===== config.mk =====
export PLATFORM = sky130hd
export DESIGN_NAME = wb_port_arbiter
export DESIGN_NICKNAME = d
export VERILOG_FILES = /design/src/rtl/wb_port_arbiter.sv
export SDC_FILE = /design/constraint.sdc
export NUM_CORES = 1
export LEC_CHECK = 0
export BUFFER_PORTS_ARGS = -buffer_cell sky130_fd_sc_hd__buf_2
export CORE_UTILIZATION = 55
export DETAILED_ROUTE_END_ITERATION = 12
export PLACE_DENSITY_LB_ADDON = 0.12
export SLEW_MARGIN = 25
export SYNTH_ARGS = -nofsm -noshare
export SYNTH_HDL_FRONTEND = slang
export SYNTH_SLANG_ARGS = --single-unit

===== constraint.sdc =====
create_clock -name clk -period 3.63 [get_ports clk]
set_input_delay 0.363 -clock clk [delete_from_list [all_inputs] [get_ports clk]]
set_output_delay 0.363 -clock clk [all_outputs]
set_load 0.02 [all_outputs]

===== src/rtl/wb_port_arbiter.sv =====
// Shares the register-file write port between the W stage and queued mul/div results.
// The pipeline wins by default; a head entry that has waited STARVE_LIMIT cycles forces a stall.
module wb_port_arbiter #(
    parameter int DEPTH        = 4,
    parameter int STARVE_LIMIT = 8,
    parameter int AW           = 5,
    parameter int DW           = 32
) (
    input  logic                     clk,
    input  logic                     rst_n,
    input  logic                     RegWriteW,
    input  logic [AW-1:0]            WriteRegW,
    input  logic [DW-1:0]            ResultW,
    input  logic                     md_valid,
    input  logic [AW-1:0]            md_reg,
    input  logic [DW-1:0]            md_data,
    output logic                     md_ready,
    output logic                     StallW,
    output logic                     rf_we,
    output logic [AW-1:0]            rf_waddr,
    output logic [DW-1:0]            rf_wdata,
    output logic [$clog2(DEPTH):0]   md_count
);

    localparam int PW = $clog2(DEPTH);
    localparam int CW = PW + 1;
    localparam logic [CW-1:0] DEPTH_C = CW'(DEPTH);
    localparam logic [7:0]    LIMIT_C = 8'(STARVE_LIMIT);

    logic          validQ [DEPTH];
    logic [AW-1:0] regQ   [DEPTH];
    logic [DW-1:0] dataQ  [DEPTH];
    logic [PW-1:0] rdPtr, wrPtr;
    logic [CW-1:0] count;
    logic [7:0]    age;

    logic pipeWr, notEmpty, headValid, headOk, starve;
    logic grantFifo, pop, push, squash, pushValid, notFull;

    always_comb begin
        pipeWr    = RegWriteW && (WriteRegW != '0);
        notEmpty  = (count != '0);
        notFull   = (count < DEPTH_C);
        headValid = validQ[rdPtr];
        headOk    = notEmpty && headValid;
        starve    = headOk && (age == LIMIT_C);
        grantFifo = headOk && (starve || !pipeWr);
        // Invalid heads are discarded every cycle regardless of who owns the port.
        pop       = notEmpty && (grantFifo || !headValid);
        squash    = pipeWr && !starve;
        push      = md_valid && notFull;
        // The W instruction is younger than any result arriving this cycle.
        pushValid = (md_reg != '0) && !(squash && (md_reg == WriteRegW));
    end

    always_comb begin
        md_ready = 1'b0;
        StallW   = 1'b0;
        rf_we    = 1'b0;
        rf_waddr = '0;
        rf_wdata = '0;
        md_count = '0;
        if (rst_n) begin
            md_ready = notFull;
            md_count = count;
            StallW   = starve;
            if (grantFifo) begin
                rf_we    = 1'b1;
                rf_waddr = regQ[rdPtr];
                rf_wdata = dataQ[rdPtr];
            end else if (pipeWr) begin
                rf_we    = 1'b1;
                rf_waddr = WriteRegW;
                rf_wdata = ResultW;
            end
        end
    end

    always_ff @(posedge clk) begin
        if (!rst_n) begin
            rdPtr <= '0;
            wrPtr <= '0;
            count <= '0;
            age   <= '0;
            for (int i = 0; i < DEPTH; i++) validQ[i] <= 1'b0;
        end else begin
            if (squash) begin
                for (int i = 0; i < DEPTH; i++) begin
                    if (regQ[i] == WriteRegW) validQ[i] <= 1'b0;
                end
            end
            if (push) begin
                validQ[wrPtr] <= pushValid;
                wrPtr         <= wrPtr + PW'(1);
            end
            if (pop) rdPtr <= rdPtr + PW'(1);
            count <= count + CW'(push) - CW'(pop);
            if (pop || !headOk) age <= '0;
            else if (age != LIMIT_C) age <= age + 8'd1;
        end
    end

    // Payload needs no reset; validity is tracked separately.
    always_ff @(posedge clk) begin
        if (rst_n && push) begin
            regQ[wrPtr]  <= md_reg;
            dataQ[wrPtr] <= md_data;
        end
    end

endmodule


==> flow_summary.rst, run 1 <==
.. list-table::
   :header-rows: 1

   * - Metric
     - Value
   * - Root Buffer
     - sky130_fd_sc_hd__clkbuf_16
   * - Slew margin rel.
     - about a third
   * - Crit start category
     - flop
   * - Final period utilization
     - between 90% and 100%
   * - Post-layout util
     - 66.9%
   * - Share of flip-flops with an asynchronous set or reset
     - 0%
   * - Synth top area cells
     - sky130_fd_sc_hd__edfxtp_1 (62%), sky130_fd_sc_hd__mux4_2 (12%), sky130_fd_sc_hd__dfxtp_1 (5.6%)
   * - Detail-routed via count per cell
     - 5.63
   * - Insertion delay to the later sink of the worst-skew pair
     - 0.42 ns
   * - Post-synthesis compound-gate area fraction
     - 6.16%
   * - Synthesized instance count
     - 408
   * - Max H-tree Level
     - 4
   * - Distinct cell type count after synthesis
     - 38
   * - HPWL after DPL
     - 8.75 mm
   * - Highest fanout seen on the critical path
     - 36
   * - Hold crit path type
     - in -> reg
   * - Total negative slack
     - 0 ns
   * - Clock transition time at the flip-flop clock pins of the worst setup and hold paths
     - ~0.06 ns
   * - Critical Path Sink Type
     - output port
   * - Post-synth top flop
     - sky130_fd_sc_hd__edfxtp_1
   * - Total gr overflow
     - 0
   * - Post-detailed-routing wire length
     - 13.8 mm
   * - Total area of multi-input combinational cells
     - 0.00212 sq mm
   * - Number of buffers created by CTS
     - 17
   * - Pin count of the biggest net entering global routing
     - 38
   * - Area of the die
     - between 0.01 and 0.015 sq mm
   * - Final Instance Count excl. Fillers
     - 718
   * - Data arrival time at the worst-slack endpoint
     - 2.91 ns
   * - Horizontal extent of the die
     - 116 microns
   * - Number of enable flip-flop cells after synthesis
     - around 150
   * - Count of state elements after synthesis
     - 169
   * - Number of failing setup endpoints in the final timing report
     - 0
   * - Design Area, Final
     - 0.00848 sq mm
   * - Post-synthesis share of cell area spent on full adders, half adders and majority gates
     - 1.67%
   * - Total of hold buffers inserted after clock tree synthesis
     - 0
   * - Post-Synthesis Cell Area
     - 0.00719 sq mm
   * - Total Routing Usage GR
     - 21.9%
   * - First drt pass iteration count
     - 5
   * - FMAX
     - between 0.3 and 0.4 GHz
   * - Buffers and inverters on the worst path
     - 2
   * - Per-instance average area after synthesis
     - 17.6 sq um
   * - Register area share after synthesis
     - 67.8%
   * - Leakage
     - 0.00305 uW
   * - Antenna diode count
     - 0
   * - Worst Tran Pin Value
     - 0.975 ns
   * - Critical Path, Cell by Cell
     - inv_1, ha_1, nor4b_1, nand3_1, nor2_1, nor2_4, a22o_1, buf_2
   * - Xor and xnor area share after synthesis
     - around 4.4%
   * - Via total after detailed routing
     - 4043
   * - Flop-to-flop setup slack
     - 0.76 ns
   * - Number of clock sinks
     - 169
   * - Placed Instances
     - 686
   * - Total power per unit cell area
     - about 600 mW/mm^2
   * - Flip-flop and latch area
     - 0.00488 sq mm
   * - Die Ht
     - 116 microns
   * - Kind of cell adding the most delay to the critical path
     - simple AND/OR/NAND/NOR gates
   * - Max-cap violations
     - 0
   * - Ratio of cells with drive above 1 in the final layout
     - 37.4%
   * - CTS tree
     - yes
   * - Fill cell count
     - about 910
   * - CP Data Required Time
     - 3.27 ns
   * - Proportion of synthesized area in mux cells
     - 12.3%
   * - Worst Setup Path Type
     - reg -> out
   * - Highest cell delay on the worst timing path
     - 0.78 ns
   * - Net count, final
     - 620
   * - Count of buffers added by post-CTS timing repair for setup
     - 0
   * - CORE AREA
     - 0.0127 sq mm
   * - Dpl cell area
     - between 0.007 and 0.008 sq mm
   * - DR WL/cell
     - 19.2 microns
   * - I/O Buffers
     - 120
   * - Initial antenna violation count
     - 0
   * - Effective utilization at floorplan
     - 56.8%
   * - Number of design-rule violations left by the first detailed-router iteration
     - about 220
   * - Basic-gate share of the synthesized area counting and, or, nand and nor cells
     - 4.80%
   * - Number of endpoints with negative hold slack in the final report
     - 0
   * - Post-route DRC
     - 0
   * - Antenna Nets Post-Route
     - 0
   * - CTS-repair resized insts
     - 0
   * - Cell type with the largest total area after synthesis
     - sky130_fd_sc_hd__edfxtp_1
   * - Setup repair after global routing missed its margin
     - false
   * - Cell with the biggest individual delay on the critical path
     - sky130_fd_sc_hd__nor2_4
   * - Nets in the synthesized netlist
     - 495
   * - Period minus WS final
     - 3.27 ns
   * - Via count of the first global-routing pass
     - 3874
   * - Worst IR drop on VDD
     - 0.522 mV
   * - Worst-case clock buffer depth
     - 2
   * - Clock Skew
     - 0.00820 ns
   * - Portion of synthesized cell area occupied by the leading cell type
     - around 62%
   * - I/O pin count
     - 121
   * - Wire length of the first global-routing pass
     - 20.9 mm
   * - Min Hold Slack
     - 0.154 ns
   * - Total count of max-transition violations in the final report
     - 0
   * - Area grow syn2layout
     - 17.9%
   * - Ys Warns
     - 0
   * - Weighted congestion reported at the end of routability-driven placement
     - 0.836
   * - Outcome
     - finished, final reports clean
   * - Largest family of logic cells by synthesized area
     - multiplexers
   * - Site row count
     - 41
-- final timing paths --
path / end / start / cells after the start
worst min-delay path: dataQ[2][25] / md_data[25] / 1
worst max register to register: count[2] / age[0] / 13
worst min register to register: age[0] / age[0] / 1
worst max-delay path: rf_wdata[14] / age[0] / 8
-- report_power, final --
| part | switching (uW) | internal, uW | leakage (uW) |
|---|---|---|---|
| Combinational | 584 | 536 | 0.00128 |
| Clock | 696 | 935 | 0.000259 |
| Sequential | 59.2 | 2260 | 0.00152 |
| Total | 1340 | 3730 | 0.00305 |
-- cells in the mapped netlist, drive strengths merged, types with 2 or more instances --
library cell and instances:
mux2i 3, xor2 18, nor3 7, nor2b 2, a31oi 2, inv 10
buf 11, dfxtp 20, a311o 3, nor2 24, xnor2 18, mux4 38
and3 6, clkbuf 12, nand2 5, a22o 36, nand3 13, and2 5
ha 8, or4 2, edfxtp 149, a21oi 8
-- cell families after synthesis --
logic type,after synthesis
adders and majority gates,9
and+or+nand+nor,67
DFF,169
muxes,41
buffers and inverters,33
xor gates and xnor gates,36
AOI/OAI and AO/OA,53
-- cell type report --
type	instances	area share [%]
clock inverter	13	1.24
tap	172	2.54
sequential	169	57.5
inverter	10	0.443
clock buffer	19	5.11
timing repair buffer	129	8.17
multi-input combinational	206	25.0
-- worst register-to-register path, delay by kind of cell (launching register included) --
| family | cells | cell delay, ns |
|---|---|---|
| xor+xnor | 2 | 0.30 |
| simple gates | 3 | 0.66 |
| compound gates | 1 | 0.35 |
| buf+inv | 3 | 0.18 |
| fa+ha+maj | 4 | 0.90 |
| flops | 1 | 0.35 |
-- registers in the layout, indices dropped and copies added, names as in the netlist, named ones only --
signal,count
age,8
count,3
dataQ,128
rdPtr,2
regQ,20
validQ,4
wrPtr,2
-- routing by layer --
layer / track usage, % / up-vias / part of all wire, %
li1: - / 1874 / -
met1: 28.3 / 2048 / 42
met2: 35.8 / 115 / 52
met3: 6.07 / 6 / 5.2
met4: 7.61 / 0 / 0.59
met5: 0 / - / 0
-- layout by cell type (no fill, tap or decap), types with 9 or more instances in the layout --
cell type / netlist / layout
sky130_fd_sc_hd__inv_1: 10 / 9
sky130_fd_sc_hd__a22o_1: 36 / 36
sky130_fd_sc_hd__clkbuf_16: 0 / 17
sky130_fd_sc_hd__xor2_1: 18 / 18
sky130_fd_sc_hd__mux4_2: 38 / 38
sky130_fd_sc_hd__nor2_1: 23 / 23
sky130_fd_sc_hd__nand3_1: 13 / 13
sky130_fd_sc_hd__buf_2: 4 / 120
sky130_fd_sc_hd__dfxtp_1: 20 / 18
sky130_fd_sc_hd__edfxtp_1: 149 / 149
sky130_fd_sc_hd__xnor2_1: 18 / 18
-- metrics by stage --
stage,power (uW),setup slack [ns]
6_report,5070,0.355
5_1_grt,5300,0.145
4_1_cts,5130,0.311
3_5_place_dp,3500,0.709
3_3_place_gp,3470,0.786
2_1_floorplan,3200,0.896
Note: power is estimated with default switching activity, not from simulation.
==> inputs of run 2 (changes only) <==
==> constraint.sdc (replaced) <==
create_clock -name clk -period 3.63 [get_ports clk]
set_input_delay 0.5445 -clock clk [delete_from_list [all_inputs] [get_ports clk]]
set_output_delay 0.5445 -clock clk [all_outputs]
set_load 0.02 [all_outputs]
==> run 2 against run 1 <==
Against the previous run:
- via count down 0.49%
- clock-buffer cell count shrank 2
- global-route usage grew 0.27 points
- combinational power is essentially flat
- sequential power hardly changed
- fmax fell by 3.4%
- first-iteration DRC count up 3.1%
- worst hold slack better by 0.18 ns
- total power rose by 0.65%
- worst setup slack worse by 0.12 ns
- clock power hardly changed
- clock skew barely moved
- critical endpoint is now rf_wdata[13]
==> flow_summary.rst, run 2 (synthesis gave the netlist of run 1 again) <==
.. list-table::
   :header-rows: 1

   * - Metric
     - Value
   * - Setup repair after global routing missed its margin
     - false
   * - Total gr overflow
     - 0 (unchanged)
   * - Total power per unit cell area
     - 600 mW/mm^2 (+0.40%)
   * - Max reg flops
     - 128 (unchanged)
   * - GRT met2 Usage
     - 37.2% (+1.4 points)
   * - Outcome
     - finished, final reports clean
   * - Post-detailed-routing wire length
     - 13.9 mm (+0.80%)
   * - Pin count of the biggest net entering global routing
     - 38 (unchanged)
   * - CORE AREA
     - 0.0127 sq mm (unchanged)
   * - Die Ht
     - 116 microns (unchanged)
   * - Total negative slack
     - 0 ns (unchanged)
   * - Crit start category
     - flop
   * - Total power consumption of the routed design
     - 5100 uW (+0.65%)
   * - Max H-tree Level
     - 4 (unchanged)
   * - Worst-case clock buffer depth
     - 2 (unchanged)
   * - Via total after detailed routing
     - 4023 (-0.49%)
   * - Met1 track demand over resource
     - 27.9% (-0.37 points)
   * - Clock transition time at the flip-flop clock pins of the worst setup and hold paths
     - 0.06 ns (about the same)
   * - Worst IR drop on VDD
     - 0.402 mV (-23%)
   * - Net count, final
     - 618 (-0.32%)
   * - Most crowded layer after global routing
     - met2
   * - Total of hold buffers inserted after clock tree synthesis
     - 0 (unchanged)
   * - Root Buffer
     - sky130_fd_sc_hd__clkbuf_16
   * - Antenna Nets Post-Route
     - 0 (unchanged)
   * - Wire length of the first global-routing pass
     - 21.1 mm (+1.2%)
   * - Critical Path Sink Type
     - output port
   * - Number of buffers created by CTS
     - 17 (unchanged)
   * - Largest registers
     - dataQ (128), regQ (20), age (8)
   * - Number of failing setup endpoints in the final timing report
     - 0 (unchanged)
   * - Most frequent cells in the layout
     - sky130_fd_sc_hd__edfxtp_1 (149), sky130_fd_sc_hd__buf_2 (120), sky130_fd_sc_hd__mux4_2 (38), sky130_fd_sc_hd__a22o_1 (36), sky130_fd_sc_hd__nor2_1 (23)
   * - Initial antenna violation count
     - 0 (unchanged)
   * - CTS tree
     - yes
   * - CTS-repair resized insts
     - 0 (unchanged)
   * - Highest cell delay on the worst timing path
     - 0.74 ns (-0.04 ns)
   * - Weighted congestion reported at the end of routability-driven placement
     - 0.854 (+2.1%)
   * - Post-route DRC
     - 0 (unchanged)
   * - Highest fanout seen on the critical path
     - 36 (unchanged)
   * - Site row count
     - 41 (unchanged)
   * - Antenna diode count
     - 0 (unchanged)
   * - I/O Buffers
     - 120 (unchanged)
   * - I/O pin count
     - 121 (unchanged)
   * - Design Area, Final
     - 0.00850 sq mm (+0.25%)
   * - Cell with the biggest individual delay on the critical path
     - sky130_fd_sc_hd__nor2_4
   * - Number of design-rule violations left by the first detailed-router iteration
     - 231 (+3.1%)
   * - Ratio of cells with drive above 1 in the final layout
     - 37.5% (+0.14 points)
   * - Hold crit path type
     - in -> reg
   * - Via count of the first global-routing pass
     - 4013 (+3.6%)
   * - Worst Setup Path Type
     - reg -> out
   * - Data arrival time at the worst-slack endpoint
     - 2.85 ns (-0.06 ns)
   * - Area of the die
     - 0.0135 sq mm (unchanged)
   * - FMAX
     - 0.295 GHz (-3.4%)
   * - Clock Skew
     - 0.00777 ns (-0.000433 ns)
   * - Leakage
     - 0.00305 uW (about the same)
   * - Largest register by flop count
     - dataQ
   * - Number of endpoints with negative hold slack in the final report
     - 0 (unchanged)
   * - Detail-routed via count per cell
     - 5.62 (-0.22%)
   * - Area grow syn2layout
     - 18.2%
   * - DR WL/cell
     - 19.5 microns (+1.1%)
   * - Dpl cell area
     - 0.00795 sq mm (+0.13%)
   * - Max-cap violations
     - 0 (unchanged)
   * - Horizontal extent of the die
     - 116 microns (unchanged)
   * - Effective utilization at floorplan
     - 56.8% (unchanged)
   * - Met3 Track Usage GR
     - 4.77% (-1.3 points)
   * - Critical Path, Cell by Cell
     - inv_1, ha_1, nor4b_1, nand3_1, nor2_1, nor2_4, a22o_1, buf_2
   * - Insertion delay to the later sink of the worst-skew pair
     - 0.41 ns (about the same)
   * - First drt pass iteration count
     - 4 (-1)
   * - Slew margin rel.
     - 38.2% (+3.3 points)
   * - Total Routing Usage GR
     - 22.1% (+0.27 points)
   * - Period minus WS final
     - 3.39 ns (+0.116 ns)
   * - CP Data Required Time
     - 3.09 ns (-0.18 ns)
   * - Total count of max-transition violations in the final report
     - 0 (unchanged)
   * - Final period utilization
     - 93.4% (+3.2 points)
   * - Number of clock sinks
     - 169 (unchanged)
   * - Worst Tran Pin Value
     - 0.926 ns (-0.0499 ns)
   * - HPWL after DPL
     - 8.85 mm (+1.1%)
   * - Leading cell type in the layout, fill and taps excluded
     - sky130_fd_sc_hd__edfxtp_1
   * - Count of buffers added by post-CTS timing repair for setup
     - 0 (unchanged)
-- run 2: cell types whose count changed in the layout (fill, tap and decap cells not counted) --
cell / previous run / this run
sky130_fd_sc_hd__buf_12: 2 / 4
sky130_fd_sc_hd__buf_4: 7 / 3
sky130_fd_sc_hd__clkbuf_1: 2 / 0
sky130_fd_sc_hd__clkinv_4: 4 / 3
sky130_fd_sc_hd__clkinvlp_4: 1 / 2
sky130_fd_sc_hd__inv_6: 1 / 2
sky130_fd_sc_hd__inv_8: 0 / 1
-- run 2: per-layer routing --
metal / vias up / share of wire (%)
li1: 1878 / -
met1: 1986 / 41
met2: 137 / 51
met3: 22 / 5.8
met4: 0 / 1.8
met5: - / 0
-- run 2: area by class of cell --
| class | count | area (sq um) |
|---|---|---|
| clock buffers | 17 | 425 |
| clock inverters | 15 | 124 |
| fillers | 885 | 4170 |
| inverters | 10 | 37.5 |
| multi-input cells | 206 | 2120 |
| flip-flops and latches | 169 | 4880 |
| well taps | 172 | 215 |
| repair buffers | 127 | 703 |
-- run 2: path summary, 6_finish.rpt --
| path | cells after the start | start | slack [ns] | endpoint |
|---|---|---|---|---|
| hold / removal | 1 | md_data[11] | 0.34 | dataQ[2][11] |
| setup reg to reg | 13 | age[0] | 0.86 | count[2] |
| setup / recovery | 8 | age[0] | 0.24 | rf_wdata[13] |
| hold reg to reg | 1 | age[0] | 0.48 | age[0] |
-- run 2: per-stage QoR --
stage          hold slack (ns)  utilization [%]  std cells  setup WS [ns]
6_report                 0.335             67.1        716          0.239
4_1_cts                  0.320             67.1        716          0.168
3_3_place_gp             0.470             62.8        684          0.599
3_5_place_dp             0.473             62.8        684          0.561
2_1_floorplan            0.449                -        408          0.715
5_1_grt                  0.332             67.1        716         0.0101
-- run 2: worst max-delay path: cells and delay by family (launching register included) --
family | cells | cell delay [ns]
compound gates | 1 | 0.27
flops | 1 | 0.40
buf+inv | 2 | 0.23
fa+ha+maj | 1 | 0.21
simple gates | 4 | 1.30
-- run 2: report_power, final --
part / switching (uW) / leakage (uW) / internal, uW
combinational: 584 / 0.00127 / 538
sequential: 61.9 / 0.00152 / 2260
clock: 719 / 0.000263 / 941
==> inputs of run 3 (changes only) <==
--- a/config.mk
+++ b/config.mk
@@ -8,6 +8,7 @@
 export BUFFER_PORTS_ARGS = -buffer_cell sky130_fd_sc_hd__buf_2
 export CORE_UTILIZATION = 55
 export DETAILED_ROUTE_END_ITERATION = 12
+export GPL_TIMING_DRIVEN = 0
 export PLACE_DENSITY_LB_ADDON = 0.12
 export SLEW_MARGIN = 25
 export SYNTH_ARGS = -nofsm -noshare
==> run 3 against run 2 <==
Against the previous run:
- worst setup slack better by 0.090 ns
- critical path depth rose by 1
- wire length up 2.3%
- critical endpoint is now rf_wdata[17]
==> flow_summary.rst, run 3 (synthesis gave the netlist of run 1 again) <==
.. list-table::
   :header-rows: 1

   * - Metric
     - Value
   * - Area of the die
     - 0.0135 sq mm (unchanged)
   * - Combinational Power Share
     - 21.9% (about the same)
   * - Slew margin rel.
     - 40.9% (+2.8 points)
   * - Total power per unit cell area
     - 600 mW/mm^2 (about the same)
   * - Total gr overflow
     - 0 (unchanged)
   * - Root Buffer
     - sky130_fd_sc_hd__clkbuf_16
   * - Worst Setup Path Type
     - reg -> out
   * - Post-route DRC
     - 0 (unchanged)
   * - Clock Skew
     - 0.00840 ns (+0.000636 ns)
   * - DR WL/cell
     - 19.5 microns (+0.43%)
   * - I/O pin count
     - 121 (unchanged)
   * - Hold crit path type
     - in -> reg
   * - Area grow syn2layout
     - 19.8%
   * - Die Ht
     - 116 microns (unchanged)
   * - Effective utilization at floorplan
     - 56.8% (unchanged)
   * - Total Routing Usage GR
     - 22.4% (+0.23 points)
   * - Wire length of the first global-routing pass
     - 21.3 mm (+0.82%)
   * - Largest register by flop count
     - dataQ
   * - FMAX
     - 0.303 GHz (+2.7%)
   * - Total count of max-transition violations in the final report
     - 0 (unchanged)
   * - Total area of multi-input combinational cells
     - 0.00213 sq mm (+0.35%)
   * - Leakage
     - 0.00309 uW (+1.3%)
   * - Number of clock sinks
     - 169 (unchanged)
   * - Number of design-rule violations left by the first detailed-router iteration
     - 189 (-18%)
   * - Largest registers
     - dataQ (128), regQ (20), age (8)
   * - Count of buffers added by post-CTS timing repair for setup
     - 0 (unchanged)
   * - Total negative slack
     - 0 ns (unchanged)
   * - Initial antenna violation count
     - 0 (unchanged)
   * - Crit-path most repeated cell
     - sky130_fd_sc_hd__buf_2
   * - Setup repair after global routing missed its margin
     - false
   * - Placed Instances
     - 697 (+1.9%)
   * - Post-detailed-routing wire length
     - 14.2 mm (+2.3%)
   * - First drt pass iteration count
     - 4 (unchanged)
   * - Worst-case clock buffer depth
     - 2 (unchanged)
   * - Worst slack after detailed placement
     - 0.495 ns (-0.0660 ns)
   * - Critical Path Sink Type
     - output port
   * - Number of buffers created by CTS
     - 17 (unchanged)
   * - Number of failing setup endpoints in the final timing report
     - 0 (unchanged)
   * - Ratio of cells with drive above 1 in the final layout
     - 37.2% (-0.34 points)
   * - Critical Path, Cell by Cell
     - inv_1, ha_1, nor4b_1, nand3_1, nor2_1, nor2_4, buf_2, a22o_1, buf_2
   * - Sw Pwr
     - 1410 uW (+3.0%)
   * - Leading cell type in the layout, fill and taps excluded
     - sky130_fd_sc_hd__edfxtp_1
   * - Highest cell delay on the worst timing path
     - 0.38 ns (-0.36 ns)
   * - Horizontal extent of the die
     - 116 microns (unchanged)
   * - Period minus WS final
     - 3.30 ns (-0.0897 ns)
   * - Cell with the biggest individual delay on the critical path
     - sky130_fd_sc_hd__nor2_1
   * - Detail-routed via count per cell
     - 5.69 (+1.2%)
   * - Minimum setup slack in the final design
     - 0.329 ns (+0.0897 ns)
   * - I/O Buffers
     - 115 (-4.2%)
   * - Insertion delay to the later sink of the worst-skew pair
     - 0.42 ns (about the same)
   * - Via total after detailed routing
     - 4146 (+3.1%)
   * - CP Data Required Time
     - 3.09 ns (about the same)
   * - Site row count
     - 41 (unchanged)
   * - Weighted congestion reported at the end of routability-driven placement
     - 0.814 (-4.7%)
   * - Outcome
     - finished, final reports clean
   * - Final Instance Count excl. Fillers
     - 729 (+1.8%)
   * - Number of endpoints with negative hold slack in the final report
     - 0 (unchanged)
   * - Flip-flop and latch area
     - 0.00487 sq mm (about the same)
   * - Via count of the first global-routing pass
     - 4021 (+0.20%)
   * - Buffers and inverters on the worst path
     - 3 (+1)
   * - Kind of cell adding the most delay to the critical path
     - simple AND/OR/NAND/NOR gates
   * - Antenna Nets Post-Route
     - 0 (unchanged)
   * - Pin count of the biggest net entering global routing
     - 39 (+2.6%)
   * - Net count, final
     - 631 (+2.1%)
   * - Clock transition time at the flip-flop clock pins of the worst setup and hold paths
     - 0.07 ns (about the same)
   * - Register share of total power
     - 44.8% (-0.6 points)
   * - Internal power
     - 3760 uW (+0.74%)
   * - Worst IR drop on VDD
     - 0.423 mV (+5.1%)
   * - Most frequent cells in the layout
     - sky130_fd_sc_hd__edfxtp_1 (149), sky130_fd_sc_hd__buf_2 (119), sky130_fd_sc_hd__mux4_2 (38), sky130_fd_sc_hd__a22o_1 (36), sky130_fd_sc_hd__nor2_1 (23)
   * - CTS tree
     - yes
   * - Final period utilization
     - 90.9% (-2.5 points)
   * - Highest fanout seen on the critical path
     - 10 (-72%)
   * - Max H-tree Level
     - 4 (unchanged)
   * - Crit start category
     - flop
   * - Max reg flops
     - 128 (unchanged)
   * - Antenna diode count
     - 0 (unchanged)
   * - Net Sw Frac
     - 27.2% (+0.44 points)
   * - Worst Tran Pin Value
     - 0.886 ns (-0.0392 ns)
   * - Fill cell count
     - 873 (-1.4%)
   * - HPWL after DPL
     - 9.19 mm (+3.9%)
   * - Data arrival time at the worst-slack endpoint
     - 2.76 ns (-0.09 ns)
   * - Max-cap violations
     - 0 (unchanged)
   * - Clock power frac
     - 33.3% (+0.8 points)
   * - CORE AREA
     - 0.0127 sq mm (unchanged)
run 3: layout make-up:
cell class / instances / share of cell area, %
plain buffers: 23 / 1.99
clock buffers: 17 / 4.94
clock inverters: 15 / 1.64
inverters: 10 / 0.436
multi-input cells: 206 / 24.7
flip-flops and latches: 169 / 56.6
well taps: 172 / 2.50
repair buffers: 117 / 7.23
run 3: metrics by stage:
stage / cell area (sq um) / hold WS, ns / power, uW / utilization (%)
after floorplan: 7190 / 0.449 / 3200 / -
after global placement: 7980 / 0.476 / 3480 / 63.0
after detailed placement: 8040 / 0.480 / 3500 / 63.5
after CTS: 8610 / 0.312 / 5220 / 67.9
after global routing: 8610 / 0.315 / 5400 / 68.0
final: 8610 / 0.335 / 5170 / 68.0
run 3: power by group through the flow:
stage                     combinational, uW  clock, uW  sequential, uW
final                                  1130       1720            2310
after floorplan                         859          0            2340
after CTS                              1150       1750            2320
after global routing                   1240       1830            2330
after detailed placement               1150          0            2360
after global placement                 1130          0            2350
run 3: worst paths after layout:
check,from,end,slack (ns),depth (start not counted)
worst max-delay path,age[0],rf_wdata[17],0.33,9
worst max register to register,age[0],count[2],0.81,13
worst min register to register,age[0],age[0],0.50,1
worst min-delay path,md_data[16],dataQ[3][16],0.34,1
run 3: timing repair:
action / CTS / global route
hold buffers: 0 / 0
setup endpoints to repair: 0 / 4
resized for setup: 0 / 1
run 3: routing by layer:
| metal | GRT usage [%] | up-vias | part of all wire, % |
|---|---|---|---|
| li1 | - | 1903 | - |
| met1 | 29.0 | 2113 | 43 |
| met2 | 36.4 | 114 | 50 |
| met3 | 6.54 | 16 | 5.1 |
| met4 | 7.52 | 0 | 1.2 |
| met5 | 0 | - | 0 |
